### config.mk
export PLATFORM = sky130hd
export DESIGN_NAME = pmu_dump_streamer_flat
export DESIGN_NICKNAME = d
export VERILOG_FILES = /design/src/rtl/pmu_dump_streamer_pkg.sv /design/src/rtl/pmu_dump_streamer_if.sv /design/src/rtl/pmu_dump_streamer_shadow_bank.sv /design/src/rtl/pmu_dump_streamer.sv /design/src/flat_wrapper.sv
export SDC_FILE = /design/constraint.sdc
export NUM_CORES = 1
export LEC_CHECK = 0
export CAP_MARGIN = 10
export CORE_MARGIN = 2
export CORE_UTILIZATION = 45
export DETAILED_ROUTE_END_ITERATION = 10
export GPL_TIMING_DRIVEN = 0
export PLACE_DENSITY_LB_ADDON = 0.08
export SLEW_MARGIN = 40
export SYNTH_ARGS = -nofsm -noshare
export SYNTH_HDL_FRONTEND = slang
export SYNTH_SLANG_ARGS = --single-unit
### constraint.sdc
create_clock -name clk -period 37.4 [get_ports clk]
set_input_delay 7.48 -clock clk [delete_from_list [all_inputs] [get_ports clk]]
set_output_delay 7.48 -clock clk [all_outputs]
set_load 0.01 [all_outputs]
### src/rtl/pmu_dump_streamer_pkg.sv
// pmu_pkg: shared PMU frame constants, slot map and streamer state encoding
package pmu_pkg;
  localparam int N_CNT = 12;
  localparam int IDX_W = 4;
  localparam logic [31:0] HEADER = 32'h504D_5530;
  localparam logic [IDX_W-1:0] CNT_IDX = IDX_W'(N_CNT);
  localparam int IC_RD_CNT = 0;
  localparam int IC_WR_CNT = 1;
  localparam int IC_RD_MISS = 2;
  localparam int IC_WR_MISS = 3;
  localparam int IC_RD_STALL = 4;
  localparam int IC_WR_STALL = 5;
  localparam int DC_RD_CNT = 6;
  localparam int DC_WR_CNT = 7;
  localparam int DC_RD_MISS = 8;
  localparam int DC_WR_MISS = 9;
  localparam int DC_RD_STALL = 10;
  localparam int DC_WR_STALL = 11;
  typedef enum logic [1:0] {S_IDLE, S_SEND, S_DONE} state_t;
endpackage

### src/rtl/pmu_dump_streamer_if.sv
// pmu_dump_streamer_if: 32-bit valid/ready frame channel (valid, data, last from master; ready from slave)
interface pmu_dump_streamer_if;
  logic valid;
  logic [31:0] data;
  logic last;
  logic ready;
  modport master(output valid, data, last, input ready);
  modport slave(input valid, data, last, output ready);
endinterface

### src/rtl/pmu_dump_streamer_shadow_bank.sv
// pmu_shadow_bank: N_CNT x 32 capture registers (load captures d) with indexed read mux rd_idx -> rd_data
module pmu_shadow_bank
  import pmu_pkg::*;
(
  input  logic                   clk,
  input  logic                   rst,
  input  logic                   load,
  input  logic [32*N_CNT-1:0]    d,
  input  logic [IDX_W-1:0]       rd_idx,
  output logic [31:0]            rd_data
);
  logic [32*N_CNT-1:0] sh;
  always_ff @(posedge clk or posedge rst)
    if (rst) sh <= '0;
    else if (load) sh <= d;
  assign rd_data = (rd_idx < CNT_IDX) ? sh[{rd_idx, 5'd0} +: 32] : '0;
endmodule

### src/rtl/pmu_dump_streamer.sv
// pmu_dump_streamer: snapshot 12 PMU counters on snap_trig and stream header/counters/checksum over out; busy, done, sticky trig_dropped
module pmu_dump_streamer
  import pmu_pkg::*;
(
  input  logic                   clk,
  input  logic                   rst,
  input  logic                   snap_trig,
  input  logic [32*N_CNT-1:0]    cnt_in,
  pmu_dump_streamer_if.master    out,
  output logic                   busy,
  output logic                   done,
  output logic                   trig_dropped
);
  state_t state;
  logic [IDX_W-1:0] idx;
  logic [31:0] csum, csum_nxt, sh_data;
  pmu_shadow_bank u_bank (
    .clk(clk), .rst(rst), .load(state == S_IDLE && snap_trig),
    .d(cnt_in), .rd_idx(idx), .rd_data(sh_data)
  );
  // word 0 is the header and stays out of the sum; shadow[idx] is the word after the current one
  assign csum_nxt = (idx != '0) ? csum + out.data : csum;
  always_ff @(posedge clk or posedge rst)
    if (rst) begin
      state <= S_IDLE;
      idx <= '0;
      csum <= '0;
      out.valid <= 1'b0;
      out.data <= '0;
      out.last <= 1'b0;
      busy <= 1'b0;
      done <= 1'b0;
      trig_dropped <= 1'b0;
    end else begin
      done <= 1'b0;
      if (snap_trig && state != S_IDLE) trig_dropped <= 1'b1;
      case (state)
        S_IDLE:
          if (snap_trig) begin
            state <= S_SEND;
            idx <= '0;
            csum <= '0;
            out.valid <= 1'b1;
            out.data <= HEADER;
            out.last <= 1'b0;
            busy <= 1'b1;
          end
        S_SEND:
          if (out.ready) begin
            if (out.last) begin
              state <= S_DONE;
              out.valid <= 1'b0;
              out.data <= '0;
              out.last <= 1'b0;
              busy <= 1'b0;
              done <= 1'b1;
            end else begin
              idx <= idx + 1'b1;
              csum <= csum_nxt;
              out.data <= (idx == CNT_IDX) ? csum_nxt : sh_data;
              out.last <= idx == CNT_IDX;
            end
          end
        S_DONE: state <= S_IDLE;
        default: state <= S_IDLE;
      endcase
    end
endmodule

### src/flat_wrapper.sv
// flat-port wrapper written by rule: the top's interface ports become plain ports
module pmu_dump_streamer_flat import pmu_pkg::*;
  (clk, rst, snap_trig, cnt_in, busy, done, trig_dropped, out_valid, out_data, out_last, out_ready);
  pmu_dump_streamer_if out_i ();
  input  logic clk;
  input  logic rst;
  input  logic snap_trig;
  input  logic [32*N_CNT-1:0] cnt_in;
  output logic busy;
  output logic done;
  output logic trig_dropped;
  output wire logic [$bits(out_i.valid)-1:0] out_valid;
  output wire logic [$bits(out_i.data)-1:0] out_data;
  output wire logic [$bits(out_i.last)-1:0] out_last;
  input wire logic [$bits(out_i.ready)-1:0] out_ready;
  assign out_valid = out_i.valid;
  assign out_data = out_i.data;
  assign out_last = out_i.last;
  assign out_i.ready = out_ready;
  pmu_dump_streamer u_core (.clk(clk), .rst(rst), .snap_trig(snap_trig), .cnt_in(cnt_in), .out(out_i), .busy(busy), .done(done), .trig_dropped(trig_dropped));
endmodule
==> results of run 1 <==
==> worst paths after layout <==
path | startpoint | to | slack, ps | cells after the start
worst min-delay path | u_core.trig_dropped$_DFFE_PP0P_ | u_core.trig_dropped$_DFFE_PP0P_ | 470 | 1
worst max register to register | u_core.idx[1]$_DFFE_PP0P_ | u_core.out.data[7]$_DFFE_PP0P_ | 33530 | 10
worst max-delay path | snap_trig | u_core.u_bank.sh[317]$_DFFE_PP0P_ | 27450 | 6
min in group asynchronous | rst | u_core.u_bank.sh[73]$_DFFE_PP0P_ | 7310 | 2
max in group asynchronous | rst | u_core.u_bank.sh[155]$_DFFE_PP0P_ | 28710 | 5
worst min register to register | u_core.trig_dropped$_DFFE_PP0P_ | u_core.trig_dropped$_DFFE_PP0P_ | 470 | 1
==> per-stage QoR <==
| stage | util [%] | std cells | cell area [um^2] | hold WS (ps) |
|---|---|---|---|---|
| detailed placement | 56.4 | 2583 | 26900 | 458 |
| floorplan | - | 1538 | 21700 | 454 |
| CTS | 59.9 | 2672 | 28500 | 473 |
| finish | 59.9 | 2685 | 28500 | 470 |
| global placement | 56.0 | 2577 | 26700 | 457 |
| global route | 59.9 | 2681 | 28500 | 478 |
==> cell type report <==
class                   count  area (um^2)  area share (%)
diodes                     13         32.5           0.114
plain buffers              99          423            1.48
clock buffers              79         1510            5.29
clock inverters            10          129           0.451
inverters                  22         90.1           0.316
multi-input cells         959         9720            34.1
flip-flops and latches    458        11500            40.1
well taps                 615          769            2.70
repair buffers            430         4410            15.4
==> state kept, by name, summed over array words and instances, names as in the netlist <==
| register | count |
|---|---|
| u_core.out.last | 1 |
| u_core.done | 1 |
| u_core.out.data | 32 |
| u_core.state | 2 |
| u_core.trig_dropped | 1 |
| u_core.idx | 4 |
| u_core.csum | 32 |
| u_core.u_bank.sh | 384 |
| u_core.out.valid | 1 |
==> per-layer routing <==
layer	routed length, um	vias up	share of wire, %	GRT usage (%)
met5	169	-	0.23	0
met4	1690	26	2.2	8.56
met3	5320	109	7.1	7.20
met2	37200	524	50	50.8
met1	30700	8133	41	39.3
li1	-	6708	-	-
==> cells in the mapped netlist (2+ instances only) <==
master,n,area [um^2]
nor2b_1,13,81.3
and3_1,4,25.0
o21bai_1,6,45.0
o221ai_1,2,17.5
nor3_1,6,30.0
o31ai_1,3,22.5
a22o_1,23,201
a31oi_1,7,43.8
a21o_1,10,75.1
nand2_1,59,221
mux2_2,384,4320
a21oi_1,52,260
buf_1,8,30.0
a211oi_1,20,150
xor2_1,9,78.8
nand3_1,9,45.0
and4_1,2,17.5
mux2i_1,26,260
buf_2,12,60.1
a2111oi_0,2,17.5
nor2_1,50,188
a221oi_1,10,87.6
mux4_2,98,2210
o22ai_1,4,25.0
o211ai_1,3,22.5
ha_1,33,413
inv_1,22,82.6
and2_1,2,12.5
dfrtp_1,458,11500
o21ai_0,51,255
xnor2_1,22,193
nand2b_1,8,50.1
o21a_1,3,22.5
or2_2,3,18.8
nand4_1,8,50.1
a221o_1,2,20.0
clkbuf_1,78,293
o22a_1,7,61.3
a32o_1,3,30.0
==> power groups by stage <==
stage / registers, mW / logic (mW) / clock network (mW)
2_1_floorplan: 0.850 / 0.829 / 0
3_3_place_gp: 0.885 / 1.21 / 0
3_5_place_dp: 0.894 / 1.22 / 0
4_1_cts: 0.887 / 1.23 / 0.508
5_1_grt: 0.918 / 1.32 / 0.529
6_report: 0.892 / 1.23 / 0.501
==> logic make-up (layout without fill, tap and decap cells) <==
kind of cell / after synthesis / count (layout) / synth area share, %
muxes: 508 / 508 / 31.4
buffers and inverters: 121 / 640 / 2.18
xor gates and xnor gates: 31 / 31 / 1.25
AOI/OAI and AO/OA: 218 / 218 / 6.75
other: 0 / 13 / 0
and+or+nand+nor: 168 / 168 / 3.54
DFF: 458 / 458 / 52.9
adders and majority gates: 34 / 34 / 2.00
==> critical path: stages <==
cell and delay, ps:
clkdlybuf4s50_1 520, nor3b_1 190, clkbuf_1 460, clkbuf_1 630, clkbuf_1 710, mux2_2 420
==> impl_metrics.py, run 1 <==
metrics = {
    "floorplan": {
        "die_area_um2": 49900,
        "die_h_um": 223,
        "fp.dieW_um": 223,
        "rows": 80,
        "core_area_um2": 47600,
        "start_util_pct": 45.5,
        "top_level_ports": 425,
    },
    "clock_network": {
        "cts_max_level": 2,
        "clockBufferDepth": 3,
        "cts_tree": "yes",
        "clkTransAtPathRegs_ps": 60,
        "clk_latency_ps": 600,
        "clkSinkCount": 458,
        "clk_root_buffer_cell": "clkbuf_16",
        "cts_buffers": 50,
        "post_cts_hold_buffer_count": 0,
        "post_cts_buffers": 0,
        "cts_resized": 0,
    },
    "power": {
        "power_mw": 2.63,
        "switchingPower_mw": 0.968,
        "p_sw_share_pct": 36.9,
        "p_leak_nw": 11.7,
        "vdd_drop_max_mv": 0.0453,
        "clockPowerShare_pct": 19.1,
        "seqPwrFrac_pct": 34.0,
        "combPwrFrac_pct": 47.0,
        "internal_power_mw": 1.66,
        "p_per_area_nw_per_um2": 92.0,
    },
    "logic_synthesis": {
        "syn_nets": 1960,
        "synth_cell_types": 55,
        "synth_warnings": 0,
        "syn_inst": 1538,
        "yosysSeqAreaShare_pct": 52.9,
        "syn_avg_cell_area_um2": 14.1,
        "synth_flop_cell": "dfrtp_1",
        "synth_area_um2": 21700,
        "synth_seq_cells": 458,
        "synthArstFlopShare_pct": 100,
        "synth_edf_count": 0,
    },
    "global_routing": {
        "grt-ovfl-total": 0,
        "grt_max_degree": 77,
        "grt_util_all_layers_pct": 30.3,
        "antenna_found_initial": 28,
        "first_global_vias": 16500,
        "grt_first_pass_wirelength_mm": 109,
    },
    "sta": {
        "slew_headroom_pct": 40.2,
        "finalSetupTns_ps": 0,
        "worst_pin_slew_ps": 897,
        "hold_viol": 0,
        "rsz0062_at_grt": "false",
        "finalClockSkew_ps": 30.5,
        "setup_viol_count_final": 0,
        "maxSlewViolCount": 0,
        "period_share_pct": 26.6,
        "layout_setup_ws_ps": 27450,
        "min_period_ps": 9950,
        "max_freq_ghz": 0.100,
    },
    "critical_path": {
        "start_kind": "input pin",
        "worst-path-max-fanout": 10,
        "critical_path_class": "input pin to flop",
        "endpoint_kind": "flop",
        "worstPathRequired_ps": 37870,
        "critPathArrivalTime_ps": 10420,
    },
    "flow_run": {
        "maxCapViolCount": 0,
    },
    "detailed_routing": {
        "finalWirelength_mm": 75.0,
        "antenna_left": 0,
        "wl_per_cell_um": 27.9,
        "drt_pass1_iterations": 5,
        "drc": 0,
        "vias": 15500,
        "avgViaCountPerCell": 5.77,
        "first_iter_violations": 1002,
    },
    "place": {
        "port_buffers": 424,
        "post-dp-hpwl_mm": 56.6,
        "routabilityCongestion": 0.939,
        "dpl_worst_slack_ps": 26890,
    },
    "final_layout": {
        "final_nets": 2442,
        "layout_common_cells": "dfrtp_1 (458), clkdlybuf4s50_1 (424), mux2_2 (384), mux4_2 (98), clkbuf_1 (74)",
        "fill_cells": 3845,
        "layout_commonest_cell": "dfrtp_1",
        "layout-drive-gt1-share_pct": 29.6,
        "area_delta_synth_final_pct": 31.8,
    },
    "run_status": {
        "outcome": "finished clean",
    },
    "min_path": {
        "hold_path_class": "flop to flop",
    },
}
No activity file was read; power rests on OpenSTA's default activity.
==> run 2, diff against run 1 <==
clock period = 10.25 ns   (was 37.4 ns; I/O delays follow)
==> run 2 against run 1 <==
Die area unchanged. Cell count increased by 0.48%. Global-route usage increased by 0.23 points. Largest cell class unchanged. Wire length increased by 0.79%. Worst setup slack got worse by 22000 ps. Hold slack improved by 4.8 ps. Via count increased by 0.57%. Clock skew decreased by 10 ps. Highest routed layer unchanged.
==> impl_metrics.py, run 2 (same netlist as run 1, synthesis figures left out) <==
metrics = {
    "run_status": {
        "outcome": "finished clean",
    },
    "sta": {
        "min_period_ps": 4470,
        "maxSlewViolCount": 0,
        "rsz0062_at_grt": "false",
        "period_share_pct": 43.6,
        "finalClockSkew_ps": 20.4,
        "finalSetupTns_ps": 0,
        "slew_headroom_pct": 39.7,
        "hold_viol": 0,
        "max_freq_ghz": 0.224,
        "setup_viol_count_final": 0,
        "worst_pin_slew_ps": 904,
    },
    "power": {
        "power_mw": 9.56,
        "p_per_area_nw_per_um2": 332,
        "p_leak_nw": 11.8,
        "vdd_drop_max_mv": 0.181,
    },
    "critical_path": {
        "critical_path_class": "input pin to flop",
        "reg2reg_to": "u_core.out.data[16]$_DFFE_PP0P_",
        "critPathArrivalTime_ps": 4960,
        "reg2reg_from": "u_core.idx[1]$_DFFE_PP0P_",
        "rr_worst_depth": 11,
        "start_kind": "input pin",
        "worstPathRequired_ps": 10740,
        "endpoint_kind": "flop",
        "worst-path-max-fanout": 10,
        "rrSetupSlack_ps": 6250,
    },
    "global_routing": {
        "use_met1_pct": 39.1,
        "first_global_vias": 16500,
        "gr-max-usage-layer": "met2",
        "use_met2_pct": 51.4,
        "grt_util_all_layers_pct": 30.5,
        "grt_first_pass_wirelength_mm": 110,
        "globalRouteMet3Util_pct": 7.09,
        "grt_max_degree": 26,
        "antenna_found_initial": 24,
        "grt-ovfl-total": 0,
    },
    "final_layout": {
        "reg.largest.list": "u_core.u_bank.sh (384), u_core.csum (32), u_core.out.data (32)",
        "area_delta_synth_final_pct": 33.1,
        "largest_reg_flops": 384,
        "layout_commonest_cell": "dfrtp_1",
        "layout-drive-gt1-share_pct": 30.6,
        "layout_common_cells": "dfrtp_1 (458), clkdlybuf4s50_1 (424), mux2_2 (384), mux4_2 (98), clkbuf_1 (65)",
        "registers.top_by_ff_count": "u_core.u_bank.sh",
        "instances_no_fill": 2698,
        "fin_area_um2": 28800,
        "final_nets": 2456,
    },
    "floorplan": {
        "top_level_ports": 425,
        "die_h_um": 223,
        "start_util_pct": 45.5,
        "fp.dieW_um": 223,
        "rows": 80,
        "die_area_um2": 49900,
        "core_area_um2": 47600,
    },
    "clock_network": {
        "cts_resized": 0,
        "cts_buffers": 50,
        "clockBufferDepth": 3,
        "clkTransAtPathRegs_ps": 60,
        "post_cts_buffers": 0,
        "cts_max_level": 2,
        "clkSinkCount": 458,
        "post_cts_hold_buffer_count": 0,
        "cts_tree": "yes",
        "clk_latency_ps": 610,
        "clk_root_buffer_cell": "clkbuf_16",
    },
    "min_path": {
        "min_to": "u_core.trig_dropped$_DFFE_PP0P_",
        "holdPathStages": 1,
        "hold_path_class": "flop to flop",
        "hp-start": "u_core.trig_dropped$_DFFE_PP0P_",
    },
    "place": {
        "post-dp-hpwl_mm": 58.0,
        "port_buffers": 424,
        "routabilityCongestion": 0.911,
        "placed_cell_area_um2": 27200,
        "placedCellCount": 2597,
    },
    "detailed_routing": {
        "drc": 0,
        "avgViaCountPerCell": 5.78,
        "finalWirelength_mm": 75.6,
        "vias": 15600,
        "first_iter_violations": 943,
        "wl_per_cell_um": 28.0,
        "drt_pass1_iterations": 5,
        "antenna_left": 0,
    },
    "flow_run": {
        "maxCapViolCount": 0,
    },
}
-- run 2: cell type report --
type / count / area [um^2]
tap: 615 / 769
multi-input combinational: 959 / 9720
inverter: 22 / 86.3
clock inverter: 17 / 135
antenna: 11 / 27.5
clock buffer: 73 / 1490
sequential: 458 / 11500
timing repair buffer: 444 / 4700
buffer: 99 / 427
fill: 3857 / 18800
-- run 2: worst max-delay path by stage --
| stage | from | slack (ps) | cells after the start | endpoint |
|---|---|---|---|---|
| floorplan | rst | 2000 | 1 | u_core.csum[0]$_DFFE_PP0P_ |
| global placement | rst | -1170 | 2 | u_core.u_bank.sh[155]$_DFFE_PP0P_ |
| detailed placement | snap_trig | 5140 | 6 | u_core.u_bank.sh[291]$_DFFE_PP0P_ |
| CTS | snap_trig | 5760 | 6 | u_core.u_bank.sh[292]$_DFFE_PP0P_ |
| global route | snap_trig | 5700 | 6 | u_core.u_bank.sh[309]$_DFFE_PP0P_ |
| finish | snap_trig | 5780 | 6 | u_core.u_bank.sh[282]$_DFFE_PP0P_ |
-- run 2: through the flow --
stage | worst slack, ps | hold slack, ps | util, %
after floorplan | 2000 | 454 | -
after global placement | -1170 | 452 | 56.0
after detailed placement | 5140 | 457 | 57.0
after CTS | 5760 | 474 | 60.4
after global routing | 5700 | 515 | 60.5
final | 5780 | 475 | 60.5
-- run 2: per-layer routing --
layer / vias up / share of wire [%]
met5: - / 0.21
met4: 24 / 2.9
met3: 140 / 6.7
met2: 483 / 50
met1: 8212 / 41
li1: 6729 / -
-- run 2: worst max-delay path: stages --
cell             delay, ps
clkdlybuf4s50_1        510
nor3b_1                210
clkbuf_1               460
clkbuf_1               620
clkbuf_1               670
mux2_2                 420
-- run 2: where the power goes --
group          leakage (nW)  internal, mW  switching (mW)
Clock                 0.812          1.03           0.768
Combinational          5.52          2.25            2.25
Sequential             5.46          2.73           0.532
Total                  11.8          6.01            3.55
==> run 3, diff against run 2 <==
clock period = 4.5 ns   (was 10.25 ns; I/O delays follow)
==> results of run 3 <==
The final DEF is identical to that of run 2. Status: finished clean.
Among the figures that moved: setup slack after placement 5140 ps -> 536 ps; clock-pin slew on the worst setup and hold paths 60 ps -> 70 ps; setup slack after layout 5780 ps -> 500 ps; start point of the critical path snap_trig -> u_core.idx[1]$_DFFE_PP0P_; end point of the critical path u_core.u_bank.sh[282]$_DFFE_PP0P_ -> u_core.out.data[16]$_DFFE_PP0P_; register-to-register setup slack 6250 ps -> 500 ps; total power 9.56 mW -> 21.8 mW; worst IR drop on VDD 0.181 mV -> 0.412 mV
